### config.mk
export PLATFORM = sky130hd
export DESIGN_NAME = mips_instr_mem_harvard_flat
export DESIGN_NICKNAME = d
export VERILOG_FILES = /design/src/rtl/mips_instr_mem_harvard_pkg.sv /design/src/rtl/mips_instr_mem_harvard_if.sv /design/src/rtl/mips_instr_mem_harvard_monitor.sv /design/src/rtl/mips_instr_mem_harvard.sv /design/src/flat_wrapper.sv
export SDC_FILE = /design/constraint.sdc
export NUM_CORES = 2
export LEC_CHECK = 0
export BUFFER_PORTS_ARGS = -buffer_cell sky130_fd_sc_hd__buf_2
export CAP_MARGIN = 0
export CELL_PAD_IN_SITES_DETAIL_PLACEMENT = 0
export CELL_PAD_IN_SITES_GLOBAL_PLACEMENT = 2
export CORE_ASPECT_RATIO = 0.75
export CORE_MARGIN = 3
export CORE_UTILIZATION = 50
export DETAILED_ROUTE_END_ITERATION = 16
export GPL_TIMING_DRIVEN = 0
export PLACE_DENSITY_LB_ADDON = 0.1
export SKIP_LAST_GASP = 1
export SLEW_MARGIN = 25
export SYNTH_ARGS = -nofsm -noshare
export SYNTH_HDL_FRONTEND = slang
export SYNTH_SLANG_ARGS = --single-unit
### constraint.sdc
create_clock -name clk -period 5.8 [get_ports clk]
set_input_delay 1.74 -clock clk [delete_from_list [all_inputs] [get_ports clk]]
set_output_delay 1.74 -clock clk [all_outputs]
set_load 0.005 [all_outputs]
### src/rtl/mips_instr_mem_harvard_pkg.sv
// Shared types and helpers for the Harvard MIPS instruction-memory model
// and its run monitor.
//   imem_state_t : run-monitor FSM states
//   RESET_VECTOR : default byte address of instruction word 0
//   byte_swap32  : reverses the four bytes of a 32-bit word
package mips_tb_pkg;

  typedef enum logic [1:0] {
    IDLE    = 2'd0,
    RUN     = 2'd1,
    DONE    = 2'd2,
    TIMEOUT = 2'd3
  } imem_state_t;

  localparam logic [31:0] RESET_VECTOR = 32'hBFC00000;

  // The CPU instruction port expects the stored big-endian word with its
  // bytes reversed, i.e. {b0,b1,b2,b3}.
  function automatic logic [31:0] byte_swap32(input logic [31:0] w);
    return {w[7:0], w[15:8], w[23:16], w[31:24]};
  endfunction

endpackage

### src/rtl/mips_instr_mem_harvard_if.sv
// Bus bundle between the bench stimulus / CPU and the instruction-memory
// model.
//   master : bench side; drives load port, fetch address, CPU status
//   slave  : memory model side; returns fetched word and run flags
// Signals: clk_enable, load_en, load_index, load_data, instr_address,
// active, register_v0 (master -> slave); instr_readdata, done, timed_out,
// fault, cycle_count, result_v0 (slave -> master).
interface mips_instr_mem_harvard_if #(
  parameter int DEPTH = 64
);

  localparam int IDX_W = $clog2(DEPTH);

  logic             clk_enable;
  logic             load_en;
  logic [IDX_W-1:0] load_index;
  logic [31:0]      load_data;
  logic [31:0]      instr_address;
  logic             active;
  logic [31:0]      register_v0;
  logic [31:0]      instr_readdata;
  logic             done;
  logic             timed_out;
  logic             fault;
  logic [31:0]      cycle_count;
  logic [31:0]      result_v0;

  modport master (
    output clk_enable, load_en, load_index, load_data,
           instr_address, active, register_v0,
    input  instr_readdata, done, timed_out, fault, cycle_count, result_v0
  );

  modport slave (
    input  clk_enable, load_en, load_index, load_data,
           instr_address, active, register_v0,
    output instr_readdata, done, timed_out, fault, cycle_count, result_v0
  );

endinterface

### src/rtl/mips_instr_mem_harvard_monitor.sv
// Run monitor: tracks the CPU run with a four-state FSM, counts RUN cycles,
// detects halt (signalled by the caller through halt_i) and timeout, and
// captures v0 on the halt edge.
// Ports:
//   clk, reset     : clock, synchronous active-high reset
//   clk_enable_i   : gates cycle counting and the timeout check
//   active_i       : CPU active flag, starts the run from IDLE
//   halt_i         : fetch of address 0 with active low
//   register_v0_i  : CPU v0, sampled on the halt edge
//   state_o        : current FSM state
//   done_o, timed_out_o, cycle_count_o, result_v0_o : registered run status
module mips_run_monitor
  import mips_tb_pkg::*;
#(
  parameter int unsigned TIMEOUT_CYCLES = 1000
) (
  input  logic        clk,
  input  logic        reset,
  input  logic        clk_enable_i,
  input  logic        active_i,
  input  logic        halt_i,
  input  logic [31:0] register_v0_i,
  output imem_state_t state_o,
  output logic        done_o,
  output logic        timed_out_o,
  output logic [31:0] cycle_count_o,
  output logic [31:0] result_v0_o
);

  localparam logic [31:0] TIMEOUT_LAST = 32'(TIMEOUT_CYCLES - 1);

  imem_state_t state_q;
  logic        done_q;
  logic        timed_out_q;
  logic [31:0] cycle_count_q;
  logic [31:0] cycle_count_d;
  logic [31:0] result_v0_q;

  // Saturating increment of the run-cycle counter when the clock is enabled.
  always_comb begin
    cycle_count_d = cycle_count_q;
    if (clk_enable_i && (cycle_count_q != 32'hFFFFFFFF)) begin
      cycle_count_d = cycle_count_q + 32'd1;
    end
  end

  // Run FSM. Halt has priority over timeout on the same edge. The counter
  // is left untouched on the exit edge, so after a timeout it reads
  // TIMEOUT_CYCLES-1 alongside timed_out. DONE and TIMEOUT hold until reset.
  always_ff @(posedge clk) begin
    if (reset) begin
      state_q       <= IDLE;
      done_q        <= 1'b0;
      timed_out_q   <= 1'b0;
      cycle_count_q <= 32'd0;
      result_v0_q   <= 32'd0;
    end else begin
      case (state_q)
        IDLE: begin
          if (active_i) begin
            state_q <= RUN;
          end
        end
        RUN: begin
          if (halt_i) begin
            state_q     <= DONE;
            done_q      <= 1'b1;
            result_v0_q <= register_v0_i;
          end else if (clk_enable_i && (cycle_count_q == TIMEOUT_LAST)) begin
            state_q     <= TIMEOUT;
            timed_out_q <= 1'b1;
          end else begin
            cycle_count_q <= cycle_count_d;
          end
        end
        default: begin
          state_q <= state_q;
        end
      endcase
    end
  end

  assign state_o       = state_q;
  assign done_o        = done_q;
  assign timed_out_o   = timed_out_q;
  assign cycle_count_o = cycle_count_q;
  assign result_v0_o   = result_v0_q;

endmodule

### src/rtl/mips_instr_mem_harvard.sv
// Instruction-memory model for the Harvard MIPS benches: program storage
// with a load port, fetch decode relative to BASE_ADDR, optional byte swap,
// optional registered read, illegal-fetch detection, and a run monitor.
// Ports:
//   clk, reset : clock, synchronous active-high reset
//   imem       : slave side of mips_instr_mem_harvard_if (load port, fetch
//                address/data, CPU status in, run flags out)
// Optional build macro MIPS_IMEM_TRACE_EN: prints a per-cycle fetch trace and
// the halt/timeout outcome. Without it the module has no display output.
module mips_instr_mem_harvard
  import mips_tb_pkg::*;
#(
  parameter logic [31:0] BASE_ADDR      = RESET_VECTOR,
  parameter int          DEPTH          = 64,
  parameter int          LATENCY        = 0,
  parameter int          SWAP_BYTES     = 1,
  parameter int unsigned TIMEOUT_CYCLES = 1000
) (
  input  logic                     clk,
  input  logic                     reset,
  mips_instr_mem_harvard_if.slave  imem
);

  localparam int          IDX_W = $clog2(DEPTH);
  localparam logic [31:0] SPAN  = 32'(DEPTH * 4);

  logic [31:0]      mem_q [DEPTH];
  logic [31:0]      offset;
  logic [IDX_W-1:0] fetch_idx;
  logic             fetch_valid;
  logic             halt;
  logic [31:0]      raw_word;
  logic [31:0]      out_word;
  logic             fault_q;
  imem_state_t      state;

  // Offset wraps modulo 2^32, so addresses below BASE_ADDR (including the
  // halt address 0) land far out of range and decode as invalid.
  assign offset      = imem.instr_address - BASE_ADDR;
  assign fetch_idx   = offset[IDX_W+1:2];
  assign fetch_valid = (imem.instr_address[1:0] == 2'b00) && (offset < SPAN);
  assign halt        = (imem.instr_address == 32'd0) && !imem.active;
  assign raw_word    = fetch_valid ? mem_q[fetch_idx] : 32'h00000000;
  assign out_word    = (SWAP_BYTES != 0) ? byte_swap32(raw_word) : raw_word;

  // Program load is only honoured while the monitor is IDLE; the array is
  // not reset so a program can be loaded while reset is held.
  always_ff @(posedge clk) begin
    if (imem.load_en && (state == IDLE)) begin
      mem_q[imem.load_index] <= imem.load_data;
    end
  end

  // Sticky fault for any illegal fetch during RUN other than the halt fetch.
  always_ff @(posedge clk) begin
    if (reset) begin
      fault_q <= 1'b0;
    end else if ((state == RUN) && !fetch_valid && !halt) begin
      fault_q <= 1'b1;
    end
  end

  generate
    if (LATENCY == 0) begin : g_comb_read
      assign imem.instr_readdata = out_word;
    end else begin : g_reg_read
      logic [31:0] rdata_q;
      logic [31:0] rdata_d;

      assign rdata_d = imem.clk_enable ? out_word : rdata_q;

      // Registered read: advances only on enabled edges, otherwise holds.
      always_ff @(posedge clk) begin
        if (reset) begin
          rdata_q <= 32'd0;
        end else begin
          rdata_q <= rdata_d;
        end
      end

      assign imem.instr_readdata = rdata_q;
    end
  endgenerate

  mips_run_monitor #(
    .TIMEOUT_CYCLES (TIMEOUT_CYCLES)
  ) u_monitor (
    .clk           (clk),
    .reset         (reset),
    .clk_enable_i  (imem.clk_enable),
    .active_i      (imem.active),
    .halt_i        (halt),
    .register_v0_i (imem.register_v0),
    .state_o       (state),
    .done_o        (imem.done),
    .timed_out_o   (imem.timed_out),
    .cycle_count_o (imem.cycle_count),
    .result_v0_o   (imem.result_v0)
  );

  assign imem.fault = fault_q;

`ifdef MIPS_IMEM_TRACE_EN
  imem_state_t trace_prev_q;

  // Trace output; the outcome messages fire on the first cycle spent in
  // DONE/TIMEOUT, once the captured values are visible.
  always_ff @(posedge clk) begin
    trace_prev_q <= state;
    if (!reset) begin
      if ((state == RUN) && imem.clk_enable) begin
        $display("IMEM : cycle %0d addr %h word %h",
                 imem.cycle_count, imem.instr_address, raw_word);
      end
      if ((state == DONE) && (trace_prev_q != DONE)) begin
        $display("CPU : OUT : %0d", imem.result_v0);
      end
      if ((state == TIMEOUT) && (trace_prev_q != TIMEOUT)) begin
        $display("TB : TIMEOUT");
      end
    end
  end
`endif

endmodule
### src/flat_wrapper.sv
// flat-port wrapper written by rule: the top's interface ports become plain ports
module mips_instr_mem_harvard_flat import mips_tb_pkg::*;
#(
  parameter logic [31:0] BASE_ADDR      = RESET_VECTOR,
  parameter int          DEPTH          = 64,
  parameter int          LATENCY        = 0,
  parameter int          SWAP_BYTES     = 1,
  parameter int unsigned TIMEOUT_CYCLES = 1000
)
  (clk, reset, imem_clk_enable, imem_load_en, imem_load_index, imem_load_data, imem_instr_address, imem_active, imem_register_v0, imem_instr_readdata, imem_done, imem_timed_out, imem_fault, imem_cycle_count, imem_result_v0);
  mips_instr_mem_harvard_if #(.DEPTH(DEPTH)) imem_i ();
  input  logic clk;
  input  logic reset;
  input wire logic [$bits(imem_i.clk_enable)-1:0] imem_clk_enable;
  input wire logic [$bits(imem_i.load_en)-1:0] imem_load_en;
  input wire logic [$bits(imem_i.load_index)-1:0] imem_load_index;
  input wire logic [$bits(imem_i.load_data)-1:0] imem_load_data;
  input wire logic [$bits(imem_i.instr_address)-1:0] imem_instr_address;
  input wire logic [$bits(imem_i.active)-1:0] imem_active;
  input wire logic [$bits(imem_i.register_v0)-1:0] imem_register_v0;
  output wire logic [$bits(imem_i.instr_readdata)-1:0] imem_instr_readdata;
  output wire logic [$bits(imem_i.done)-1:0] imem_done;
  output wire logic [$bits(imem_i.timed_out)-1:0] imem_timed_out;
  output wire logic [$bits(imem_i.fault)-1:0] imem_fault;
  output wire logic [$bits(imem_i.cycle_count)-1:0] imem_cycle_count;
  output wire logic [$bits(imem_i.result_v0)-1:0] imem_result_v0;
  assign imem_i.clk_enable = imem_clk_enable;
  assign imem_i.load_en = imem_load_en;
  assign imem_i.load_index = imem_load_index;
  assign imem_i.load_data = imem_load_data;
  assign imem_i.instr_address = imem_instr_address;
  assign imem_i.active = imem_active;
  assign imem_i.register_v0 = imem_register_v0;
  assign imem_instr_readdata = imem_i.instr_readdata;
  assign imem_done = imem_i.done;
  assign imem_timed_out = imem_i.timed_out;
  assign imem_fault = imem_i.fault;
  assign imem_cycle_count = imem_i.cycle_count;
  assign imem_result_v0 = imem_i.result_v0;
  mips_instr_mem_harvard #(.BASE_ADDR(BASE_ADDR), .DEPTH(DEPTH), .LATENCY(LATENCY), .SWAP_BYTES(SWAP_BYTES), .TIMEOUT_CYCLES(TIMEOUT_CYCLES)) u_core (.clk(clk), .reset(reset), .imem(imem_i));
endmodule
# Word-level counts from Yosys, hierarchy flattened
# Memories as Yosys holds them, arrays and structs flattened.
# Cells that the tools add are included.
dict set report totals {
  regBits 69
  latchBits 0
  ramBits 2048
  mem_bits_ro 0
  inputBits 107
  output_inout_bits 99
  memories 1
}
# name words width read_ports rd_ports_with_merged_regs write_ports line_no
set mem_list {}
lappend mem_list {u_core.mem_q 64 32 1 0 1 mips_instr_mem_harvard.sv:27} ;# logic [31:0] mem_q [DEPTH];
dict set report classes {
  n_addsub 2
  n_mul 0
  div 0
  magnitude_cmp 1
  eq_ne 5
  shifts 0
  n_mux 7
  n_bitwise 2
  reduce_logical 18
}
# operator n
set ops {}
lappend ops {{32-bit by 1-bit adder with 32-bit output (second input constant)} 1}
lappend ops {{32-bit by 10-bit equality test with 1-bit output (second input constant)} 1}
lappend ops {{32-bit logical NOT} 1}
lappend ops {{32-bit by 9-bit < comparator with 1-bit output (second input constant)} 1}
lappend ops {{32-bit 2-to-1 mux} 1}
lappend ops {{32-bit != test (second input constant)} 1}
lappend ops {{32-bit subtractor (second input constant)} 1}
lappend ops {{1-bit logical AND} 7}
lappend ops {{2-bit 2-to-1 mux} 3}
lappend ops {{3-bit AND reduction} 2}
lappend ops {{2-bit logical NOT} 2}
lappend ops {{2-bit one-hot mux with 2 select lines} 1}
lappend ops {{4-bit AND reduction} 1}
lappend ops {{1-bit logical NOT} 3}
lappend ops {{3-bit by 2-bit != test with 1-bit output (second input constant)} 1}
lappend ops {{2-bit by 1-bit equality test with 1-bit output (second input constant)} 1}
lappend ops {{1-bit 2-to-1 mux} 2}
lappend ops {{2-bit != test (second input constant)} 1}
lappend ops {{1-bit NOT} 2}
lappend ops {{2-bit AND reduction} 1}
lappend ops {{2-bit nonzero test} 1}

# Logic depth before layout (Yosys ltp)
dict set report logic_depth {
  depth_word 6
  ltp_mapped 11
}

# Modules after synthesis
# Synthesis repeated with hierarchy kept, for this count alone.
dict set report unflattened {
  cells_unflattened 3857
  hier_area_um2 81622.0
}
# module n_inst cells_each area_per_inst_um2 seq_area_each_um2
set modules_own_cells {}
lappend modules_own_cells {mips_instr_mem_harvard 1 3471 78490.3 61519.0}
lappend modules_own_cells {mips_run_monitor 1 386 3131.8 1361.3}

# Worst setup path before layout
# Ideal clock, no wire load.
dict set report synth_path {
  path_kind {input to output}
  from {input imem_instr_address[2]}
  to {output imem_instr_readdata[27]}
  arrival_ns 3.832
  t_required_ns 4.060
  path_slack_ns 0.228
  stages 7
  path_buffers 3
  cell_sequence {buf_2 -> buf_2 -> buf_1 -> mux4_2 -> mux4_2 -> a22oi_1 -> nor3_1}
}
dict set report synth_between {
  elab_chain_cells 4
}
# element line_no
set synth_rtl {}
lappend synth_rtl {{from (decl)} flat_wrapper.sv:18} ;# input wire logic [$bits(imem_i.instr_address)-1:0] imem_instr_address;
lappend synth_rtl {{32-bit subtractor (*)} mips_instr_mem_harvard.sv:39} ;# assign offset = imem.instr_address - BASE_ADDR;
lappend synth_rtl {{32-bit by 9-bit < comparator with 1-bit output} mips_instr_mem_harvard.sv:41} ;# assign fetch_valid = (imem.instr_address[1:0] == 2'b00) && (offset < SPAN);
lappend synth_rtl {{1-bit logical AND} mips_instr_mem_harvard.sv:41}
lappend synth_rtl {{32-bit 2-to-1 mux (*)} mips_instr_mem_harvard.sv:43} ;# assign raw_word = fetch_valid ? mem_q[fetch_idx] : 32'h00000000;
lappend synth_rtl {{to (decl)} flat_wrapper.sv:21} ;# output wire logic [$bits(imem_i.instr_readdata)-1:0] imem_instr_readdata;
# Mark *: on every way between the ends. The rest lies on a longest branch, timed or not.

# Worst setup path after layout
dict set report layout_path {
  from {input imem_instr_address[2]}
  to {output imem_instr_readdata[15]}
}
# The elaborated chain is that of the path after synthesis.

==> results.md <==
- Static leakage: just over 30 nW
- YS warnings: 0
- CP Capture Type: output pin
- Iter 0 DRT Violations: 5858
- Beginning of the worst register-to-register path: u_core.u_monitor.state_o[1]
- CTS clock-pin slew for the worst setup and hold paths: about 0.060 ns
- Final-stage net count: ~4200
- Critical path's largest stage delay: 0.56 ns
- HP Class: register to register
- Pin count of the biggest net entering global routing: between 60 and 70
- Cell area after layout: ~96000 um2
- Buf/Inv on CP: 5
- Most common cell after layout, fill and taps aside: edfxtp_1
- Worst Path Required: about 4.1 ns
- Flop-to-flop setup slack: roughly 2.3 ns
- Worst-path fanout max: 9
- CP startpoint: imem_instr_address[2]
- Pwr/cell area: roughly 320 nW/um2
- CTS tree: yes
- Clk sink count: about 2100
- DRC Markers: 0
- Drt total wl: 227000 um
- Crit path launch type: primary input
- GP Congestion: between 0.9 and 1
- Critical path's top delay family: buffers and inverters
- Overall power: roughly 31 mW
- Worst Skew: around 0.021 ns
- Placed wire-length estimate: 152000 um
- Layout area overhead: 18.2%
- Max-slew violation count: 0
- CP Class: primary input to output pin
- Net Count, Synth: between 3000 and 4000
- TritonRoute pass-1 iters: 6
- Crit share post-route: 1.06
- Main synth FF type: edfxtp_1
- CP Data Arrival Time: around 4.4 ns
- Crit. path cell count: 10
- Worst-path cell chain: buf_16, buf_12, buf_16, buf_12, mux4_2, mux2i_4, a22oi_2, a22oi_2, nor3_2, buf_2
- Slowest cell on crit path: a22oi_2
- Site row count: 127
- Avg Cell Area, Syn: around 23 um2
- Die boundary width: around 470 um
- Core footprint: about 160000 um2
- Reg2Reg Depth: 6
- Hold Fails Final Rpt: 0
- Routed vias: 40500
- Hold depth: 2
- Drt via density: about 6.3
- DIE AREA: roughly 170000 um2
- Number of enable flip-flop cells after synthesis: slightly above 2000
- Post-synthesis sequential area ratio: 0.775
- Failing checks: setup timing
- Worst-Skew Late Latency: 0.83 ns
- Clock Tree Root: clkbuf_16
- H-tree depth: 4
- Avg WL per Cell: 35.6 um
- Fillcell total: 11300
- Vias in the first global route: just under 40000
- GRT Total Usage: 0.274
- Worst VDD drop: 0.333 mV
- IO buf count: ~200
- Mapped Cells: 3577
- Ports: ~210
- Worst-case clock buffer depth: 3
- Area of the mapped netlist: 81200 um2
- Fin worst setup slack: -0.363 ns
- Starting Density: 0.506
- Async SR Flop Fraction: 0
- Worst Max-Slew Pin Slew: approximately 1.1 ns
- Global-route wire length before repair: about 320000 um
- Global route total overflow: 0
- Max Cap Viol: 0
- Min Tclk post-route: 6.16 ns
- Register bit total from synthesis: 2117
- Commonest non-fill, non-tap cells in the layout: edfxtp_1, mux4_2, clkbuf_16, buf_2, mux2i_1
- Dpl cell area: just under 90000 um2
- Cts bufs inserted: roughly 200
- Final setup vio count: 32
- Layout cells sized above 1: 0.356
- Max_slew headroom: 0.253
- Distinct cells, synth: between 50 and 60
- Initial antenna violation count: 21
- Status: finished, violations left
- Die height: 355 um
- Hold Path Origin: u_core.u_monitor.result_v0_o[10]
- Fmax: around 160 MHz
- Routed Antenna Nets: 0
- RSZ-0062 raised after global routing: true
[registers in the layout, indices dropped and copies added, names as in the netlist]
signal                          count
u_core.imem.fault                   1
u_core.mem_q                     2048
u_core.u_monitor.cycle_count_o     32
u_core.u_monitor.done_o             1
u_core.u_monitor.result_v0_o       32
u_core.u_monitor.state_o            2
u_core.u_monitor.timed_out_o        1
[metrics by stage]
step | hold WS [ns] | setup WS, ns | TNS [ns] | cells | util
after floorplan | 0.449 | 0.228 | 0 | 3577 | -
after global placement | 0.440 | -3.12 | -943.98 | 5901 | 0.528
after detailed placement | 0.444 | -2.65 | -69.40 | 6005 | 0.548
after CTS | 0.452 | -0.273 | -6.07 | 6371 | 0.596
after global routing | 0.474 | -0.308 | -6.49 | 6379 | 0.597
final | 0.451 | -0.363 | -6.92 | 6384 | 0.598
[power breakdown]
| group | total [mW] | internal [mW] | leakage, nW | switching [mW] |
|---|---|---|---|---|
| combinational | 1.79 | 0.657 | 8.37 | 1.13 |
| clock | 12.4 | 6.87 | 2.97 | 5.55 |
| sequential | 16.8 | 16.8 | 19.0 | 0.0111 |
[cells by family (layout without fill, tap and decap cells)]
| logic type | after synthesis | count (layout) | synth area share |
|---|---|---|---|
| XOR/XNOR | 12 | 12 | 0.00130 |
| flip-flops | 2117 | 2117 | 0.775 |
| other | 0 | 10 | 0 |
| buffers and inverters | 205 | 874 | 0.0106 |
| AND/OR/NAND/NOR | 348 | 348 | 0.0208 |
| AO/OA/AOI/OAI | 187 | 187 | 0.0159 |
| adder cells (fa/ha/maj) | 1 | 1 | 0.000154 |
| multiplexers | 707 | 707 | 0.177 |
[layout make-up]
cell class | count | area (um2) | share of cell area
inverters | 7 | 26.3 | 0.000274
flip-flops and latches | 2117 | 62900 | 0.656
plain buffers | 195 | 1780 | 0.0185
multi-input cells | 1255 | 18700 | 0.195
repair buffers | 313 | 3760 | 0.0392
clock inverters | 98 | 752 | 0.00784
diodes | 10 | 25.0 | 0.000261
well taps | 2128 | 2660 | 0.0278
clock buffers | 261 | 5320 | 0.0555
[worst register-to-register path, stage by stage, from the launching register on]
cell     delay, ns
dfxtp_1       0.33
nor2_1        0.41
and3_1        0.43
nand3_1       0.83
nor2_4        0.82
buf_16        0.24
buf_8         0.19
[final timing paths]
check | to
worst max-delay path | imem_instr_readdata[15]
worst min-delay path | u_core.u_monitor.result_v0_o[10]
worst max register to register | u_core.mem_q[47][10]
worst min register to register | u_core.u_monitor.result_v0_o[10]
[routing by layer]
layer / track usage / part of all wire
met5: 0 / 0.00019
met4: 0.0918 / 0.033
met3: 0.0558 / 0.098
met2: 0.387 / 0.44
met1: 0.429 / 0.43
[synthesized netlist by cell type, types with 32 or more instances]
library cell	count	area (um2)
mux4_2	579	13000
dfxtp_1	69	1380
buf_1	51	191
mux2i_1	123	1230
nand2_1	93	349
buf_2	46	230
nor2_1	120	450
nor3_1	32	160
a22oi_1	43	323
edfxtp_1	2048	61500
clkbuf_1	97	364
a21oi_1	66	330
[timing repair]
action                                  in CTS  in global routing
hold buffers                                 0                  0
setup buffers                                7                  4
gates resized for setup                    477                 57
cloned                                       2                  1
pin swaps                                   41                 35
endpoints found under the setup margin      32                 32
Note: power is estimated with default switching activity, not from simulation.
